## src/rtl/load_store_unit.sv

```systemverilog
// RV32I load/store unit: turns one MEM-stage request into aligned memory transfers,
// splitting misaligned accesses into byte transfers. LSU_MISALIGN_TRAP_EN traps them instead.
module load_store_unit #(
  parameter int TIMEOUT_CYCLES = 16,
  parameter int TO_W           = 5
) (
  input  logic        clk,
  input  logic        rst_n,
  input  logic        req_valid,
  output logic        req_ready,
  input  logic        req_write,
  input  logic [2:0]  req_funct3,
  input  logic [31:0] req_addr,
  input  logic [31:0] req_wdata,
  output logic        resp_valid,
  output logic [31:0] resp_rdata,
  output logic        resp_err,
  output logic [31:0] mem_address,
  output logic        mem_write_enable,
  output logic        mem_read_enable,
  output logic [31:0] mem_write_data,
  output logic [2:0]  mem_xfer_size,
  input  logic [31:0] mem_read_data,
  input  logic        mem_rdy
);

  localparam logic [1:0] S_IDLE   = 2'd0;
  localparam logic [1:0] S_ACCESS = 2'd1;
`ifndef LSU_MISALIGN_TRAP_EN
  localparam logic [1:0] S_SPLIT  = 2'd2;
`endif
  localparam logic [1:0] S_RESP   = 2'd3;

  logic [1:0]      state_q, state_d;
  logic            write_q, write_d;
  logic [2:0]      f3_q, f3_d;
  logic [31:0]     addr_q, addr_d, wdata_q, wdata_d, asm_q, asm_d;
  logic [1:0]      idx_q, idx_d;
  logic            err_q, err_d;
  logic [TO_W-1:0] to_q, to_d, to_inc;
  logic [2:0]      cur_n;
  logic [31:0]     size_mask, wshift;
  logic            req_illegal, req_mis, mem_busy, to_hit;

  function automatic logic [2:0] size_of(input logic [1:0] f);
    case (f)
      2'b00:   size_of = 3'd1;
      2'b01:   size_of = 3'd2;
      default: size_of = 3'd4;
    endcase
  endfunction

  assign req_illegal = (req_funct3[1:0] == 2'b11) || (req_funct3 == 3'b110) ||
                       (req_write && req_funct3[2]);
  assign req_mis     = ((req_funct3[1:0] == 2'b01) && req_addr[0]) ||
                       ((req_funct3[1:0] == 2'b10) && (req_addr[1:0] != 2'b00));
  assign cur_n       = size_of(f3_q[1:0]);
  assign size_mask   = (cur_n == 3'd1) ? 32'h0000_00ff :
                       (cur_n == 3'd2) ? 32'h0000_ffff : 32'hffff_ffff;
  assign wshift      = wdata_q >> {idx_q, 3'b000};
  assign to_inc      = to_q + 1'b1;
`ifndef LSU_MISALIGN_TRAP_EN
  assign mem_busy    = (state_q == S_ACCESS) || (state_q == S_SPLIT);
`else
  assign mem_busy    = (state_q == S_ACCESS);
`endif

  // Counts consecutive not-ready cycles of the current transfer; a zero limit never fires.
  always_comb begin
    to_d   = '0;
    to_hit = 1'b0;
    if (mem_busy && !mem_rdy) begin
      if ((TIMEOUT_CYCLES != 0) && (to_inc == TO_W'(TIMEOUT_CYCLES))) to_hit = 1'b1;
      else                                                            to_d   = to_inc;
    end
  end

  always_comb begin
    state_d = state_q;
    write_d = write_q;
    f3_d    = f3_q;
    addr_d  = addr_q;
    wdata_d = wdata_q;
    asm_d   = asm_q;
    idx_d   = idx_q;
    err_d   = err_q;
    case (state_q)
      S_IDLE: if (req_valid) begin
        write_d = req_write;
        f3_d    = req_funct3;
        addr_d  = req_addr;
        wdata_d = req_wdata;
        asm_d   = '0;
        idx_d   = 2'd0;
        err_d   = 1'b0;
        if (req_illegal) begin
          err_d   = 1'b1;
          state_d = S_RESP;
        end else if (req_mis) begin
`ifdef LSU_MISALIGN_TRAP_EN
          err_d   = 1'b1;
          state_d = S_RESP;
`else
          state_d = S_SPLIT;
`endif
        end else begin
          state_d = S_ACCESS;
        end
      end
      S_ACCESS: if (to_hit) begin
        err_d   = 1'b1;
        state_d = S_RESP;
      end else if (mem_rdy) begin
        asm_d   = mem_read_data & size_mask;
        state_d = S_RESP;
      end
`ifndef LSU_MISALIGN_TRAP_EN
      S_SPLIT: if (to_hit) begin
        err_d   = 1'b1;
        state_d = S_RESP;
      end else if (mem_rdy) begin
        for (int b = 0; b < 4; b++)
          if (idx_q == 2'(b)) asm_d[8*b +: 8] = mem_read_data[7:0];
        if ({1'b0, idx_q} == cur_n - 3'd1) state_d = S_RESP;
        else                               idx_d   = idx_q + 2'd1;
      end
`endif
      default: state_d = S_IDLE;
    endcase
  end

  always_ff @(posedge clk) begin
    if (!rst_n) begin
      state_q <= S_IDLE;
      write_q <= 1'b0;
      f3_q    <= 3'd0;
      addr_q  <= '0;
      wdata_q <= '0;
      asm_q   <= '0;
      idx_q   <= 2'd0;
      err_q   <= 1'b0;
      to_q    <= '0;
    end else begin
      state_q <= state_d;
      write_q <= write_d;
      f3_q    <= f3_d;
      addr_q  <= addr_d;
      wdata_q <= wdata_d;
      asm_q   <= asm_d;
      idx_q   <= idx_d;
      err_q   <= err_d;
      to_q    <= to_d;
    end
  end

  assign req_ready  = (state_q == S_IDLE);
  assign resp_valid = (state_q == S_RESP) && rst_n;
  assign resp_err   = resp_valid && err_q;

  always_comb begin
    resp_rdata = '0;
    if (resp_valid && !err_q && !write_q) begin
      case (f3_q)
        3'b000:  resp_rdata = {{24{asm_q[7]}}, asm_q[7:0]};
        3'b001:  resp_rdata = {{16{asm_q[15]}}, asm_q[15:0]};
        3'b100:  resp_rdata = {24'd0, asm_q[7:0]};
        3'b101:  resp_rdata = {16'd0, asm_q[15:0]};
        default: resp_rdata = asm_q;
      endcase
    end
  end

  // Gating by rst_n keeps a mid-operation reset from issuing a write in that cycle.
  always_comb begin
    mem_address      = '0;
    mem_write_enable = 1'b0;
    mem_read_enable  = 1'b0;
    mem_write_data   = '0;
    mem_xfer_size    = 3'd0;
    if (rst_n) begin
      if (state_q == S_ACCESS) begin
        mem_address      = addr_q;
        mem_xfer_size    = cur_n;
        mem_write_enable = write_q;
        mem_read_enable  = !write_q;
        mem_write_data   = wdata_q;
      end
`ifndef LSU_MISALIGN_TRAP_EN
      else if (state_q == S_SPLIT) begin
        mem_address      = addr_q + {30'd0, idx_q};
        mem_xfer_size    = 3'd1;
        mem_write_enable = write_q;
        mem_read_enable  = !write_q;
        mem_write_data   = {24'd0, wshift[7:0]};
      end
`endif
    end
  end

endmodule

```

## config.mk

```make
export PLATFORM = sky130hd
export DESIGN_NAME = load_store_unit
export DESIGN_NICKNAME = d
export VERILOG_FILES = /design/src/rtl/load_store_unit.sv
export SDC_FILE = /design/constraint.sdc
export NUM_CORES = 1
export LEC_CHECK = 0
export CAP_MARGIN = 40
export CELL_PAD_IN_SITES_DETAIL_PLACEMENT = 1
export CELL_PAD_IN_SITES_GLOBAL_PLACEMENT = 1
export CORE_UTILIZATION = 36
export DETAILED_ROUTE_END_ITERATION = 16
export GPL_ROUTABILITY_DRIVEN = 0
export PLACE_DENSITY = 0.85
export SLEW_MARGIN = 10
export SYNTH_ARGS = -nofsm -noshare
export SYNTH_HDL_FRONTEND = slang
export SYNTH_SLANG_ARGS = --single-unit
```

## constraint.sdc

```tcl
create_clock -name clk -period 4.9 [get_ports clk]
set_input_delay 1.225 -clock clk [delete_from_list [all_inputs] [get_ports clk]]
set_output_delay 1.225 -clock clk [all_outputs]
set_load 0.02 [all_outputs]
```

==> reports/metrics.yaml <==
critical_path:
  end_kind: "output port"
  reg2reg_depth: 8
  startpoint_type: "flop"
  cpPeakStageDelay_ns: 0.61
  critical_path.max_fanout: 20
  path_cells: "inv_1 > ha_1 > buf_4 > nand4b_1 > nor3_4 > nand4_1 > xor2_1 > nor2_1 > clkdlybuf4s50_1"
  path_class: "flop to output port"
  required_ns: 3.67
  crit_arrival_ns: 3.18
  crit_slowest_cell: "clkdlybuf4s50_1"
  crit-reg2reg-launch: "f3_q[1]"
  reg2reg_to: "asm_q[21]"
  rrSetupSlack_ns: 2.07
synthesis:
  yosysUniqueCellTypes: 56
  ys_seq_area_frac: 0.345
  synth_area_leaders: "dfxtp_1, a21boi_0, nand2_1"
  synth_fp_nets: 927
  yosys_warnings: 0
  synth-edff-count: 0
  synth_top_area_share: 0.345
  synth_ff_type: "dfxtp_1"
  yosysTopAreaCell: "dfxtp_1"
  syn_area_per_cell_um2: 7.90
  ys_ff_latch: 110
  synth_area_um2: 6380
  synth_cells: 808
  async_reset_ff_frac: 0
route:
  ant_nets: 0
  first_pass_iters: 4
  vias: 6355
  wl_mm: 21.4
  wire_per_inst_um: 17.6
  dr.first_iter.drc_count: 275
  drc: 0
  via_per_inst: 5.24
final_layout:
  fill_cells: 2094
  fin_area_um2: 8880
  syn2layout_area_growth_pct: 39.1
  insertedDiodeCount: 0
  layout-drive-gt1-share: 0.0547
  layout.nets: 1102
cts:
  cts_num_sinks: 110
  clockRootBuffer: "clkbuf_16"
  cts-htree-levels: 3
  insertion_delay_ns: 0.35
  clockBufferDepth: 2
  path_clk_slew_ns: 0.07
  cts-buffers-inserted: 9
  cts_resized: 0
  cts_tree: "yes"
  hold_buffers: 0
  cts_setup_buffers: 0
sta:
  skew_ns: 0.00582
  rsz0062_at_grt: "false"
  setup_viol: 0
  tightest_slew_ns: 0.934
  fmax_ghz: 0.227
  period_share: 0.898
  max-slew-margin-rel: 0.372
  period_minus_slack_ns: 4.40
  fin_setup_tns_ns: 0
  maxSlewViolCount: 0
  report.final.hold_viol_count: 0
global_routing:
  grt_max_degree: 131
  grt_pass1_wl_mm: 33.5
  grt.overflow.total: 0
  grt_pass1_vias: 6342
  antenna_found_initial: 0
  grtUsageTotal: 0.233
status:
  run_status: "complete, no violations"
hold_path:
  hold_class: "flop to flop"
  hold_depth: 2
  hp-start: "asm_q[4]"
  hold-path-endpoint: "asm_q[4]"
die:
  num_rows: 48
  die_x_um: 135
  dieHeight_um: 135
  die-area_um2: 18300
  core_um2: 17300
  io_pins: 208
  initial_core_util: 0.369
job:
  maxCapViolCount: 0
place:
  hpwlAfterDp_mm: 15.7
  port_buffers: 207
  place_area_um2: 8620
power:
  pwr_density_cell_nw_per_um2: 363
  leakagePower_nw: 3.21
  ir_drop_mv: 0.172
cell usage after synthesis, types with 4 or more instances:
cell type and count:
nor3_1 7, nor2_1 46, a22oi_1 8, o211ai_1 4, o21a_1 8, nand3_1 39, mux4_2 8, nand4_1 15
clkbuf_1 45, xnor2_1 11, dfxtp_1 110, ha_1 14, nor2b_1 6, a21boi_0 82, inv_1 38, o21ai_0 14
and3_1 28, a21oi_1 22, buf_2 11, xor2_1 22, o2bb2ai_1 8, a21boi_1 4, a22o_1 26, nand2b_1 20
nand2_1 160, and2_1 12
logic make-up (layout without fill, tap and decap cells):
group                    after synthesis  count (layout)  synth area share
AND/OR/NAND/NOR                      352             352             0.266
AO/OA/AOI/OAI                        190             190             0.219
flip-flops                           110             110             0.345
buffers and inverters                 97             276            0.0610
XOR/XNOR                              33              33            0.0453
adder cells (fa/ha/maj)               15              15            0.0306
multiplexers                          11              11            0.0329
metrics by stage:
step / hold slack (ns) / setup WS, ns / instances / util / total power, mW
6_report: 0.464 / 0.499 / 1212 / 0.513 / 3.23
5_1_grt: 0.477 / 0.300 / 1212 / 0.513 / 3.45
4_1_cts: 0.468 / 0.482 / 1212 / 0.513 / 3.26
3_5_place_dp: 0.453 / 0.525 / 1197 / 0.499 / 2.58
3_3_place_gp: 0.440 / 0.522 / 1195 / 0.498 / 2.54
2_1_floorplan: 0.431 / 1.46 / 808 / - / 2.07
placed cells by master, fill, tap and decap left out, drive strengths merged, types with 2 or more instances in the layout:
master         netlist  final
nand3               39     39
mux2i                3      3
nor3                 8      8
and3                29     29
nor4                 4      4
o211a                2      2
clkdlybuf4s50        0    206
nor2b                6      6
and4                 2      2
o21a                 8      8
o2bb2ai              8      8
mux4                 8      8
xnor2               11     11
a22o                26     26
buf                 14     17
o21ai               16     16
and2                12     12
nand4               17     17
nand2b              20     20
dfxtp              110    110
nand2              160    160
a21boi              87     87
a21oi               25     25
or3                  2      2
clkbuf              45     14
a22oi                8      8
ha                  14     14
o211ai               5      5
xor2                22     22
nor2                49     49
inv                 38     38
worst max path at each step:
stage | cells past startpoint | end | startpoint
CTS | 9 | mem_address[28] | state_q[1]
global route | 9 | mem_address[26] | state_q[1]
floorplan | 4 | mem_address[0] | rst_n
detailed placement | 6 | resp_rdata[11] | rst_n
global placement | 6 | resp_rdata[22] | rst_n
finish | 9 | mem_address[26] | state_q[1]
metal layers:
metal / track usage / wire length [um] / vias up
met5: 0 / 0 / -
met4: 0.109 / 815 / 0
met3: 0.0270 / 742 / 47
met2: 0.383 / 10100 / 164
met1: 0.304 / 9740 / 3042
li1: - / - / 3102
cell type report:
class | instances | area (um2) | share of cell area
Multi-Input combinational cell | 601 | 3800 | 0.428
Sequential cell | 110 | 2200 | 0.248
Timing Repair Buffer | 223 | 2200 | 0.248
Tap cell | 225 | 282 | 0.0317
Clock buffer | 14 | 244 | 0.0275
Inverter | 38 | 143 | 0.0161
Clock inverter | 1 | 7.51 | 0.000846
state kept, by name (all words and copies together), names as in the netlist:
name / cells
wdata_q: 32
addr_q: 32
f3_q: 3
write_q: 1
asm_q: 32
err_q: 1
state_q: 2
idx_q: 2
to_q: 5
worst max-delay path, delay by kind of cell (launching register included):
| family | cells | cell delay, ns |
|---|---|---|
| buffers and inverters | 3 | 0.91 |
| and+or+nand+nor | 4 | 1.04 |
| DFF | 1 | 0.43 |
| xor gates and xnor gates | 1 | 0.20 |
| adders and majority gates | 1 | 0.24 |
power breakdown:
| part | leakage [nW] | internal, mW | switching (mW) |
|---|---|---|---|
| Clock | 0.117 | 0.344 | 0.319 |
| Sequential | 0.897 | 1.03 | 0.141 |
| Combinational | 2.20 | 0.529 | 0.868 |
| Total | 3.21 | 1.90 | 1.33 |
(Power assumes the default switching activity.)
==> RTL edit, RTL diff (same settings) <==
Put a register stage on the output `resp_err`, with the module's reset. The value now appears one clock later. The other outputs are not delayed to match.
--- a/src/rtl/load_store_unit.sv
+++ b/src/rtl/load_store_unit.sv
@@ -156,5 +156,11 @@
   assign req_ready  = (state_q == S_IDLE);
   assign resp_valid = (state_q == S_RESP) && rst_n;
-  assign resp_err   = resp_valid && err_q;
+  always_ff @(posedge clk) begin
+    if (!rst_n) begin
+      resp_err <= '0;
+    end else begin
+      resp_err <= resp_valid && err_q;
+    end
+  end
 
   always_comb begin
Behaviour: not the same (a bounded check fails within 4 cycles, from zero or initial values and one cycle with rst_n low).
==> RTL edit against the unedited design <==
Area after synthesis shrank 0.47%; routed wire length grew 0.13%; setup slack gained 0.054 ns; sequential cell count rose by 1; maximum frequency grew 1.2%; final area is 0.25% higher; clock power grew 8.4%; total power up 4.2%; largest cell class unchanged; core utilization increased by 0.31 points; critical path depth down 2.
==> RTL edit: results (changes against the unedited design) <==
- Status: finished, final reports clean
- Leakage: 3.28 nW (+2.3%)
- Signal inverters: 30 (-21%)
- #MultiIn Comb: 599 (-0.33%)
- CTS Sinks: 111 (+0.91%)
- Final non-clock buffer share: 25.1% (+0.32 points)
- Syn_nets: 922 (-0.54%)
- Crit-path max FO: 11 (-45%)
- Final-layout clock-cell area share: 3.01% (+0.18 points)
- Crit path DAT: 3.12 ns (-0.06 ns)
- Placed inst area: 8630 µm² (about the same)
- DR vias/cell: 5.30 (+0.99%)
- Nonclk buf count: 227 (+1.8%)
- Post-Syn Area: 6350 µm² (-0.47%)
- Relative max-transition margin: 46.6% (+9.4 points)
- Largest regs: addr_q x32, asm_q x32, wdata_q x32
- Wire length per cell: 17.8 µm (+0.71%)
- Antenna cells: 0 (unchanged)
- VDD IR max: 0.000387 V (+120%)
- Vias in the first global route: 6701 (+5.7%)
- Post-synthesis sequential area ratio: 35.0% (+0.48 points)
- Clock skew: 0.00562 ns (-0.000194 ns)
- Final-layout clock buffer total: 11 (-3)
- Distinct cells, synth: 50 (-11%)
- Drt first pass iters: 4 (unchanged)
- Post-Route Setup TNS: 0 ns (unchanged)
- DR iter-0 viols: 319 (+16%)
- Largest net degree at the start of global routing: 53 (-60%)
- Clock latency on the worst-skew pair: 0.36 ns
- Delay-heaviest family, CP: buffers and inverters
- Fraction of area in registers: 25.0% (+0.16 points)
- Top_reg_cell synth: dfxtp_1
- Syn Inst Count: 802 (-0.74%)
- GRT Overall Usage: 23.8% (+0.54 points)
- Synth top cells by count: nand2_1 (165), dfxtp_1 (111), a21boi_0 (84)
- Layout Cells excl Fill: 1205 (-0.58%)
- Hold Crit Class: reg -> reg
- Multi-input logic area: 3780 µm² (-0.46%)
- Sw Pwr: 1.35 mW (+1.7%)
- Final nets: 1098 (-0.36%)
- FILL cells: 2077 (-0.81%)
- Postcts setup bufs: 0 (unchanged)
- Layout cells sized above 1: 5.10% (-0.37 points)
- IO buf count: 207 (unchanged)
- Layout area overhead: 40.1%
- Max stage delay cell, worst path: clkdlybuf4s50_1
- Global-route wire length before repair: 34000 µm (+1.3%)
- HPWL after DPL: 15900 µm (+1.3%)
- Synth top area cells: dfxtp_1 (35%), a21boi_0 (9.9%), nand2_1 (9.8%)
- Pre-CTS WS: 0.537 ns (+0.0121 ns)
==> RTL edit: cell count changes after synthesis, sizes merged, moves of 4 or more <==
cell / change
clkbuf: +6
xor2: +5
o211ai: -4
inv: -8
nand2: +5
and3: +5
xnor2: -4
nor2: -9
==> RTL edit: power groups by stage <==
stage / registers [mW] / clock network (mW) / logic [mW]
floorplan: 1.14 / 0 / 0.973
global placement: 1.18 / 0 / 1.40
detailed placement: 1.19 / 0 / 1.48
CTS: 1.17 / 0.738 / 1.49
global route: 1.19 / 0.771 / 1.63
finish: 1.17 / 0.719 / 1.47
==> RTL edit: path summary, 6_finish.rpt <==
kind,from,cells after the start,slack (ns),to
worst max-delay path,rst_n,7,0.55,resp_rdata[8]
worst min-delay path,asm_q[3],2,0.46,asm_q[3]
worst min register to register,asm_q[3],2,0.46,asm_q[3]
worst max register to register,f3_q[1],9,2.22,asm_q[17]
==> RTL edit: cell families after synthesis <==
| family | after synthesis | share of synthesized area, % |
|---|---|---|
| and+or+nand+nor | 348 | 26.5 |
| adders and majority gates | 16 | 3.27 |
| muxes | 13 | 3.63 |
| DFF | 111 | 35.0 |
| buffers and inverters | 92 | 5.62 |
| AOI/OAI and AO/OA | 188 | 21.3 |
| xor gates and xnor gates | 34 | 4.69 |
==> RTL edit: routing by layer <==
| metal | GRT usage, % | share of wire [%] | vias to the layer above |
|---|---|---|---|
| met3 | 3.23 | 3.4 | 40 |
| met2 | 41.1 | 49 | 150 |
| met1 | 29.5 | 45 | 3110 |
| met4 | 10.9 | 3.2 | 0 |
| met5 | 0 | 0 | - |
| li1 | - | - | 3081 |
